===== src/rtl/apb_slave_regbank_if.sv =====
// APB bus bundle between the master and the register-bank completer.
// The clock and reset stay outside the bundle as plain ports.
interface apb_slave_regbank_if #(
    parameter int ADDR_WIDTH = 8,
    parameter int DATA_WIDTH = 8
);
    logic                  psel;
    logic                  penable;
    logic                  pwrite;
    logic [ADDR_WIDTH-1:0] paddr;
    logic [DATA_WIDTH-1:0] pwdata;
    logic [DATA_WIDTH-1:0] prdata;
    logic                  pready;
    logic                  pslverr;

    modport master (
        output psel, penable, pwrite, paddr, pwdata,
        input  prdata, pready, pslverr
    );

    modport slave (
        input  psel, penable, pwrite, paddr, pwdata,
        output prdata, pready, pslverr
    );
endinterface


===== src/rtl/apb_slave_regbank.sv =====
// APB completer with DEPTH storage registers, a WAIT register at 0xFF and programmable wait states.
// Define APB_SLV_PSLVERR_EN to report out-of-range accesses through pslverr.
module apb_slave_regbank #(
    parameter int ADDR_WIDTH  = 8,
    parameter int DATA_WIDTH  = 8,
    parameter int DEPTH       = 16,
    parameter int WAIT_CYCLES = 2
) (
    input  logic                  pclk,
    input  logic                  presetn,
    apb_slave_regbank_if.slave    apb
);

    typedef enum logic {IDLE, ACCESS} state_t;

    localparam logic [ADDR_WIDTH-1:0] WAIT_ADDR  = ADDR_WIDTH'(255);
    localparam logic [3:0]            WAIT_RESET = 4'(WAIT_CYCLES);
`ifdef APB_SLV_PSLVERR_EN
    localparam bit ERR_EN = 1'b1;
`else
    localparam bit ERR_EN = 1'b0;
`endif

    state_t                state_reg,   state_next;
    logic [ADDR_WIDTH-1:0] addr_reg,    addr_next;
    logic                  write_reg,   write_next;
    logic [DATA_WIDTH-1:0] wdata_reg,   wdata_next;
    logic [3:0]            cnt_reg,     cnt_next;
    logic [3:0]            wait_reg,    wait_next;
    logic                  pready_reg,  pready_next;
    logic                  pslverr_reg, pslverr_next;

    logic [DATA_WIDTH-1:0] regs [DEPTH];
    logic [DATA_WIDTH-1:0] rd_data;
    logic                  setup;
    logic                  commit;
    logic                  start;
    logic [3:0]            wait_eff;

    function automatic logic in_range(input logic [ADDR_WIDTH-1:0] a);
        return (a < ADDR_WIDTH'(DEPTH)) || (a == WAIT_ADDR);
    endfunction

    assign setup  = apb.psel && !apb.penable;
    assign commit = (state_reg == ACCESS) && pready_reg;

    // A WAIT write committing on this edge already governs a transfer accepted on the same edge.
    assign wait_eff = (commit && write_reg && (addr_reg == WAIT_ADDR)) ? wdata_reg[3:0] : wait_reg;

    always_ff @(posedge pclk or negedge presetn) begin
        if (!presetn) begin
            state_reg   <= IDLE;
            addr_reg    <= '0;
            write_reg   <= 1'b0;
            wdata_reg   <= '0;
            cnt_reg     <= '0;
            wait_reg    <= WAIT_RESET;
            pready_reg  <= 1'b0;
            pslverr_reg <= 1'b0;
        end else begin
            state_reg   <= state_next;
            addr_reg    <= addr_next;
            write_reg   <= write_next;
            wdata_reg   <= wdata_next;
            cnt_reg     <= cnt_next;
            wait_reg    <= wait_next;
            pready_reg  <= pready_next;
            pslverr_reg <= pslverr_next;
        end
    end

    always_comb begin
        state_next   = state_reg;
        addr_next    = addr_reg;
        write_next   = write_reg;
        wdata_next   = wdata_reg;
        cnt_next     = cnt_reg;
        wait_next    = wait_eff;
        pready_next  = 1'b0;
        pslverr_next = 1'b0;
        start        = 1'b0;

        case (state_reg)
            IDLE: begin
                start = setup;
            end
            ACCESS: begin
                if (pready_reg) begin
                    if (setup) begin
                        start = 1'b1;
                    end else begin
                        state_next = IDLE;
                    end
                end else if (!apb.psel) begin
                    state_next = IDLE;
                end else if (cnt_reg <= 4'd1) begin
                    cnt_next     = '0;
                    pready_next  = 1'b1;
                    pslverr_next = ERR_EN && !in_range(addr_reg);
                end else begin
                    cnt_next = 4'(cnt_reg - 4'd1);
                end
            end
        endcase

        if (start) begin
            state_next   = ACCESS;
            addr_next    = apb.paddr;
            write_next   = apb.pwrite;
            wdata_next   = apb.pwdata;
            cnt_next     = wait_eff;
            pready_next  = (wait_eff == 4'd0);
            pslverr_next = ERR_EN && (wait_eff == 4'd0) && !in_range(apb.paddr);
        end
    end

    generate
        for (genvar gi = 0; gi < DEPTH; gi++) begin : g_store
            always_ff @(posedge pclk or negedge presetn) begin
                if (!presetn) begin
                    regs[gi] <= '0;
                end else if (commit && write_reg && (addr_reg == ADDR_WIDTH'(gi))) begin
                    regs[gi] <= wdata_reg;
                end
            end
        end
    endgenerate

    always_comb begin
        rd_data = '0;
        for (int i = 0; i < DEPTH; i++) begin
            if (addr_reg == ADDR_WIDTH'(i)) begin
                rd_data = regs[i];
            end
        end
        if (addr_reg == WAIT_ADDR) begin
            rd_data = DATA_WIDTH'(wait_reg);
        end
    end

    // Storage only changes at a commit edge, so the mux is stable for the whole pready cycle.
    assign apb.prdata  = (commit && !write_reg) ? rd_data : '0;
    assign apb.pready  = pready_reg;
    assign apb.pslverr = pslverr_reg;

endmodule


===== src/flat_wrapper.sv =====
// flat-port wrapper written by rule: the top's interface ports become plain ports
module apb_slave_regbank_flat 
#(
    parameter int ADDR_WIDTH  = 8,
    parameter int DATA_WIDTH  = 8,
    parameter int DEPTH       = 16,
    parameter int WAIT_CYCLES = 2
)
  (pclk, presetn, apb_psel, apb_penable, apb_pwrite, apb_paddr, apb_pwdata, apb_prdata, apb_pready, apb_pslverr);
  apb_slave_regbank_if #(.ADDR_WIDTH(ADDR_WIDTH), .DATA_WIDTH(DATA_WIDTH)) apb_i ();
  input  logic pclk;
  input  logic presetn;
  input wire logic [$bits(apb_i.psel)-1:0] apb_psel;
  input wire logic [$bits(apb_i.penable)-1:0] apb_penable;
  input wire logic [$bits(apb_i.pwrite)-1:0] apb_pwrite;
  input wire logic [$bits(apb_i.paddr)-1:0] apb_paddr;
  input wire logic [$bits(apb_i.pwdata)-1:0] apb_pwdata;
  output wire logic [$bits(apb_i.prdata)-1:0] apb_prdata;
  output wire logic [$bits(apb_i.pready)-1:0] apb_pready;
  output wire logic [$bits(apb_i.pslverr)-1:0] apb_pslverr;
  assign apb_i.psel = apb_psel;
  assign apb_i.penable = apb_penable;
  assign apb_i.pwrite = apb_pwrite;
  assign apb_i.paddr = apb_paddr;
  assign apb_i.pwdata = apb_pwdata;
  assign apb_prdata = apb_i.prdata;
  assign apb_pready = apb_i.pready;
  assign apb_pslverr = apb_i.pslverr;
  apb_slave_regbank #(.ADDR_WIDTH(ADDR_WIDTH), .DATA_WIDTH(DATA_WIDTH), .DEPTH(DEPTH), .WAIT_CYCLES(WAIT_CYCLES)) u_core (.pclk(pclk), .presetn(presetn), .apb(apb_i));
endmodule

===== config.mk =====
export PLATFORM = sky130hd
export DESIGN_NAME = apb_slave_regbank_flat
export DESIGN_NICKNAME = d
export VERILOG_FILES = /design/src/rtl/apb_slave_regbank_if.sv /design/src/rtl/apb_slave_regbank.sv /design/src/flat_wrapper.sv
export SDC_FILE = /design/constraint.sdc
export NUM_CORES = 1
export LEC_CHECK = 0
export ABC_CLOCK_PERIOD_IN_PS = 2500
export CORE_MARGIN = 2
export CORE_UTILIZATION = 40
export DETAILED_ROUTE_END_ITERATION = 12
export PLACE_DENSITY = 0.66
export SETUP_SLACK_MARGIN = 0.2
export SLEW_MARGIN = 15
export SYNTH_ARGS = -nofsm -noshare
export SYNTH_HDL_FRONTEND = slang
export SYNTH_SLANG_ARGS = --single-unit

===== constraint.sdc =====
create_clock -name pclk -period 2.5 [get_ports pclk]
set_clock_uncertainty 0.2 [all_clocks]
set_input_delay 0.25 -clock pclk [delete_from_list [all_inputs] [get_ports pclk]]
set_output_delay 0.25 -clock pclk [all_outputs]
set_load 0.1 [all_outputs]

### Word level (Yosys, flattened, before mapping)

Cells that the tools add are included.
Widths: inputs -> output; s select.

| cells by class | value |
|---|---|
| bitwise operators | 1 |
| equality and inequality tests | 17 |
| order comparisons | 1 |
| reductions and logical operators | 28 |
| add/sub/neg operators | 1 |
| multiplexer cells | 36 |

Operators by type and width:

| operator | number |
|---|---|
| $mux 8 | 18 |
| $eq 8x4->1 const B | 8 |
| $eq 8x3->1 const B | 4 |
| $mux 4 | 6 |
| $logic_and 1x1->1 | 21 |
| $eq 8x2->1 const B | 2 |
| $mux 1 | 11 |
| $eq 8x1->1 const B | 1 |
| $eq 8x8->1 const B | 1 |
| $logic_not 8->1 | 1 |
| $le 4x1->1 const B | 1 |
| $logic_not 4->1 | 1 |
| $reduce_bool 2->1 | 2 |
| $sub 4x1->4 const B | 1 |
| $reduce_and 3->1 | 1 |
| $logic_not 1->1 | 2 |
| $ne 2x2->1 const B | 1 |
| $pmux 1 s2 | 1 |
| $not 1->1 | 1 |

| word-level totals | value |
|---|---|
| bits of input ports | 21 |
| register bits after elaboration | 155 |
| word-level logic and storage cells | 107 |
| output and inout port bits | 10 |

### Depth between registers and ports, before layout

| logic depth | value |
|---|---|
| depth after elaboration | 19 |
| mapped depth | 8 |
| depth with buffers taken out | 7 |

### Least setup slack after synthesis

No wires, ideal clock.

| timing | value |
|---|---|
| kind | register to output |
| from | register u_core.addr_reg[5] |
| to | output port apb_prdata[5] |
| stages on the path, launching flop included | 5 |
| path slack | -1924 ps |
| path buffers | 0 |
| data required time | 2050 ps |
| arrival time | 3974 ps |
| cells stage by stage | dfrtp_1 > or4_4 > or3_1 > o22a_1 > a311oi_1 |

| between the ends | value |
|---|---|
| cells in the longest elaborated chain, start to end | 19 |
| elaborated cells on any way between the ends | 35 |
| those cells by class | 16 x eq/ne; 18 x mux; 1 x reduce/logical |

Ends and longest elaborated chain:

| what | RTL line | RTL |
|---|---|---|
| start, declared | apb_slave_regbank.sv:25 | `logic [ADDR_WIDTH-1:0] addr_reg, addr_next;` |
| start signal, assigned | apb_slave_regbank.sv:62 | `addr_reg <= addr_next;` |
| $logic_not 8->1 | apb_slave_regbank.sv:132 | `if (addr_reg == ADDR_WIDTH'(i)) begin` |
| $mux 8 (16 in series) | apb_slave_regbank.sv:132 |  |
| $mux 8 (*) | apb_slave_regbank.sv:136 | `if (addr_reg == WAIT_ADDR) begin` |
| $mux 8 (*) | apb_slave_regbank.sv:142 | `assign apb.prdata = (commit && !write_reg) ? rd_data : '0;` |
| end, declared | flat_wrapper.sv:18 | `output wire logic [$bits(apb_i.prdata)-1:0] apb_prdata;` |

Mark *: on every way between the ends. The rest lies on a longest branch, timed or not.

### Final worst setup path

| timing | value |
|---|---|
| from | register u_core.addr_reg[7] |
| to | output port apb_prdata[5] |

Same word-level chain as after synthesis.

==> flow_summary.yaml <==
floorplan:
  die_x_um: 142
  num_rows: 50
  floorplan.die_area_um2: 20100
  ioPinCount: 31
  start_util: 0.407
  core_area_um2: 18700
  die_y_um: 142
routing:
  drt_first_iter_violations: 368
  wl_per_cell_um: 21.1
  ant_nets: 0
  drcViolationCount: 0
  via_per_inst: 5.76
  wirelength_mm: 20.6
  firstDrtPassIters: 5
  dr_total_vias: 5638
synth:
  ys_top_cells_by_area: "dfrtp_1 (51%), mux2_2 (22%), mux2i_1 (2.2%), mux4_2 (2.1%), nor2_1 (1.9%)"
  synth.avg_cell_area_um2: 12.2
  synth_simple_gate_area_frac: 0.106
  synth_fp_nets: 647
  yosysTopAreaCell: "dfrtp_1"
  synthesis.area_um2: 7610
  synth_compound_area_frac: 0.0846
  yosysWarnings: 0
  yosysTopAreaCellShare: 0.506
  syn_inst: 624
  ys.flop_type: "dfrtp_1"
  async_reset_ff_frac: 1.00
  synth_edf_count: 0
  synthAdderAreaFrac: 0.00329
  ys_seq_area_frac: 0.510
  ys_seq_elements: 155
  synthMuxAreaShare: 0.266
  synth_cell_types: 63
  synth_top_family_by_area: "multiplexers"
  synth_xor_area_frac: 0
global_route:
  grt_pass1_wl_mm: 32.8
  grt_max_degree: 58
  grt_antenna_before_repair: 0
  grt_overflow: 0
  grt_usage: 0.213
  grt_pass1_vias: 6081
hold_path:
  hold_path_class: "in2async"
setup_path:
  r2r-end: "u_core.regs[81]$_DFFE_PN0P_"
  path_max_fanout: 5
  criticalPathCategory: "reg2out"
  crit_required_ns: 2.05
  r2r_slack_ns: -0.06
  slowest_stage: "or4_4"
  r2r-start: "u_core.addr_reg[4]$_DFFE_PN0P_"
  slowest_delay_ns: 0.62
  crit_arrival_ns: 2.60
  start_kind: "flip-flop"
  path_cells: "or4_4 > or3_4 > o22a_1 > a311oi_4 > buf_12"
  rr_worst_depth: 8
  end_kind: "primary output"
sta:
  max-slew-margin-rel: 0.592
  hold_violations: 0
  rsz0062_at_grt: "yes"
  setup_slack_ns: -0.546
  setup_viol: 32
  fmax_mhz: 328
  slew_violations: 0
  worst_slew_pin_slew_ns: 0.613
  hold_slack_ns: 0.163
  period_share: 1.22
  layout_min_cycle_time_ns: 3.05
placed_design:
  io_buffers: 29
  dp.cells: 928
  place_ws_ns: -0.183
  place_hpwl_mm: 13.8
  gp_congestion: 0.923
final_layout:
  final_cell_count_no_fill: 978
  area_growth_pct: 34.9
  drive_above_1_share: 0.488
  final_net_count: 754
  largest_register_ffs: 128
  fin_util: 0.549
  fill_cells: 1512
  multi_input_area_um2: 4080
  antenna_cells: 0
  regArea_um2: 3880
clock_tree:
  clkSinkCount: 155
  clockBufferDepth: 2
  clk_latency_ns: 0.43
  clkTransAtPathRegs_ns: 0.06
  htreeDepth: 4
  cts-buffers-inserted: 17
  cts_tree: "built"
  root_buffer: "clkbuf_16"
power_and_ir_drop:
  ir_drop_mv: 0.540
  p_total_mw: 7.11
  cellLeakagePower_nw: 4.61
  power.density_nw_per_um2: 692
flow_run:
  drv_cap: 0
outcome:
  outcome: "finished, violations left"
  violations: "setup timing"
final cells by class:
class / instances / area share
sequential: 155 / 0.378
timing repair buffer: 126 / 0.129
multi-input combinational: 423 / 0.397
inverter: 8 / 0.00292
clock buffer: 22 / 0.0462
clock inverter: 10 / 0.0183
tap: 234 / 0.0285
placed cells by master (no fill, tap or decap), drive strengths merged, types with 2 or more instances in the layout:
cell,instances
inv,8
mux4,7
and2,4
a211oi,5
nand3b,2
clkinvlp,2
clkdlybuf4s50,19
a22o,4
nor2b,8
dfrtp,154
or4,2
nor3,11
a31o,4
o21ai,24
o22ai,8
o311ai,2
nand2b,18
ha,2
bufinv,5
nor4b,2
a221oi,7
and3,2
o22a,4
nand3,10
mux2,151
clkbuf,22
buf,105
o211ai,4
o31ai,2
a21oi,18
mux2i,17
nor4,5
or3,4
a222oi,3
nand2,29
nor2,47
clkinv,3
per-stage QoR:
stage,area (um^2),TNS (ns)
floorplan,7820,-2.20
global placement,8960,-0.302
detailed placement,8960,-0.607
CTS,10000,-4.11
global route,10300,-6.33
finish,10300,-4.86
per-layer routing:
layer | vias to the layer above | share of wire | global-route usage
met4 | 0 | 0.016 | 0.0600
met5 | - | 0 | 0
li1 | 2503 | - | -
met3 | 23 | 0.044 | 0.0478
met2 | 142 | 0.49 | 0.345
met1 | 2970 | 0.45 | 0.289
cells by family (layout without fill, tap and decap cells):
logic type / after synthesis / in the layout
AND/OR/NAND/NOR: 149 / 150
other: 1 / 1
buffers and inverters: 47 / 166
adder cells (fa/ha/maj): 2 / 2
flip-flops: 155 / 155
AO/OA/AOI/OAI: 95 / 95
multiplexers: 175 / 175
cell usage after synthesis (2+ instances only):
| cell | n |
|---|---|
| dfrtp_1 | 154 |
| mux2_2 | 151 |
| nor2_1 | 38 |
| nand2_1 | 28 |
| o21ai_0 | 23 |
| a21oi_1 | 18 |
| clkbuf_1 | 18 |
| nand2b_1 | 18 |
| mux2i_1 | 17 |
| buf_2 | 15 |
| nor3_1 | 10 |
| nand3_1 | 9 |
| inv_1 | 8 |
| nor2b_1 | 8 |
| o22ai_1 | 8 |
| a221oi_1 | 7 |
| mux4_2 | 7 |
| nor2_2 | 6 |
| a211oi_1 | 5 |
| a22o_1 | 4 |
| a31o_2 | 4 |
| and2_1 | 4 |
| o211ai_1 | 4 |
| o22a_1 | 4 |
| or3_1 | 4 |
| a222oi_1 | 3 |
| buf_6 | 3 |
| nor2_4 | 3 |
| nor4_1 | 3 |
| and3_1 | 2 |
| ha_1 | 2 |
| nand3b_1 | 2 |
| nor4b_1 | 2 |
| o311ai_0 | 2 |
| o31ai_1 | 2 |
worst max-delay path by stage:
stage                         end  cells past startpoint                           start
floorplan           apb_prdata[5]                      4  u_core.addr_reg[7]$_DFFE_PN0P_
global placement    apb_prdata[3]                      6  u_core.addr_reg[7]$_DFFE_PN0P_
detailed placement  apb_prdata[3]                      6  u_core.addr_reg[7]$_DFFE_PN0P_
CTS                 apb_prdata[3]                      6  u_core.addr_reg[6]$_DFFE_PN0P_
global route        apb_prdata[6]                      7  u_core.addr_reg[4]$_DFFE_PN0P_
finish              apb_prdata[5]                      5  u_core.addr_reg[7]$_DFFE_PN0P_
power by group:
group	internal, mW	total (mW)	switching (mW)
Sequential	2.63	2.82	0.194
Clock	1.85	2.88	1.03
Combinational	0.627	1.41	0.780
Total	5.11	7.11	2.00
critical path, delay by kind of cell, from the launching register on:
family	cells	cell delay (ns)
buffers and inverters	1	0.22
AND/OR/NAND/NOR	2	1.02
flip-flops	1	0.39
AO/OA/AOI/OAI	2	0.55
repair_timing:
item,in CTS,in global routing
cloned,2,0
hold buffers,1,0
buffers inserted,12,3
pin swaps,12,11
endpoints found under the setup margin,115,116
gates resized for setup,59,46
hold endpoints to repair,55,0
Note: power is estimated with default switching activity, not from simulation.
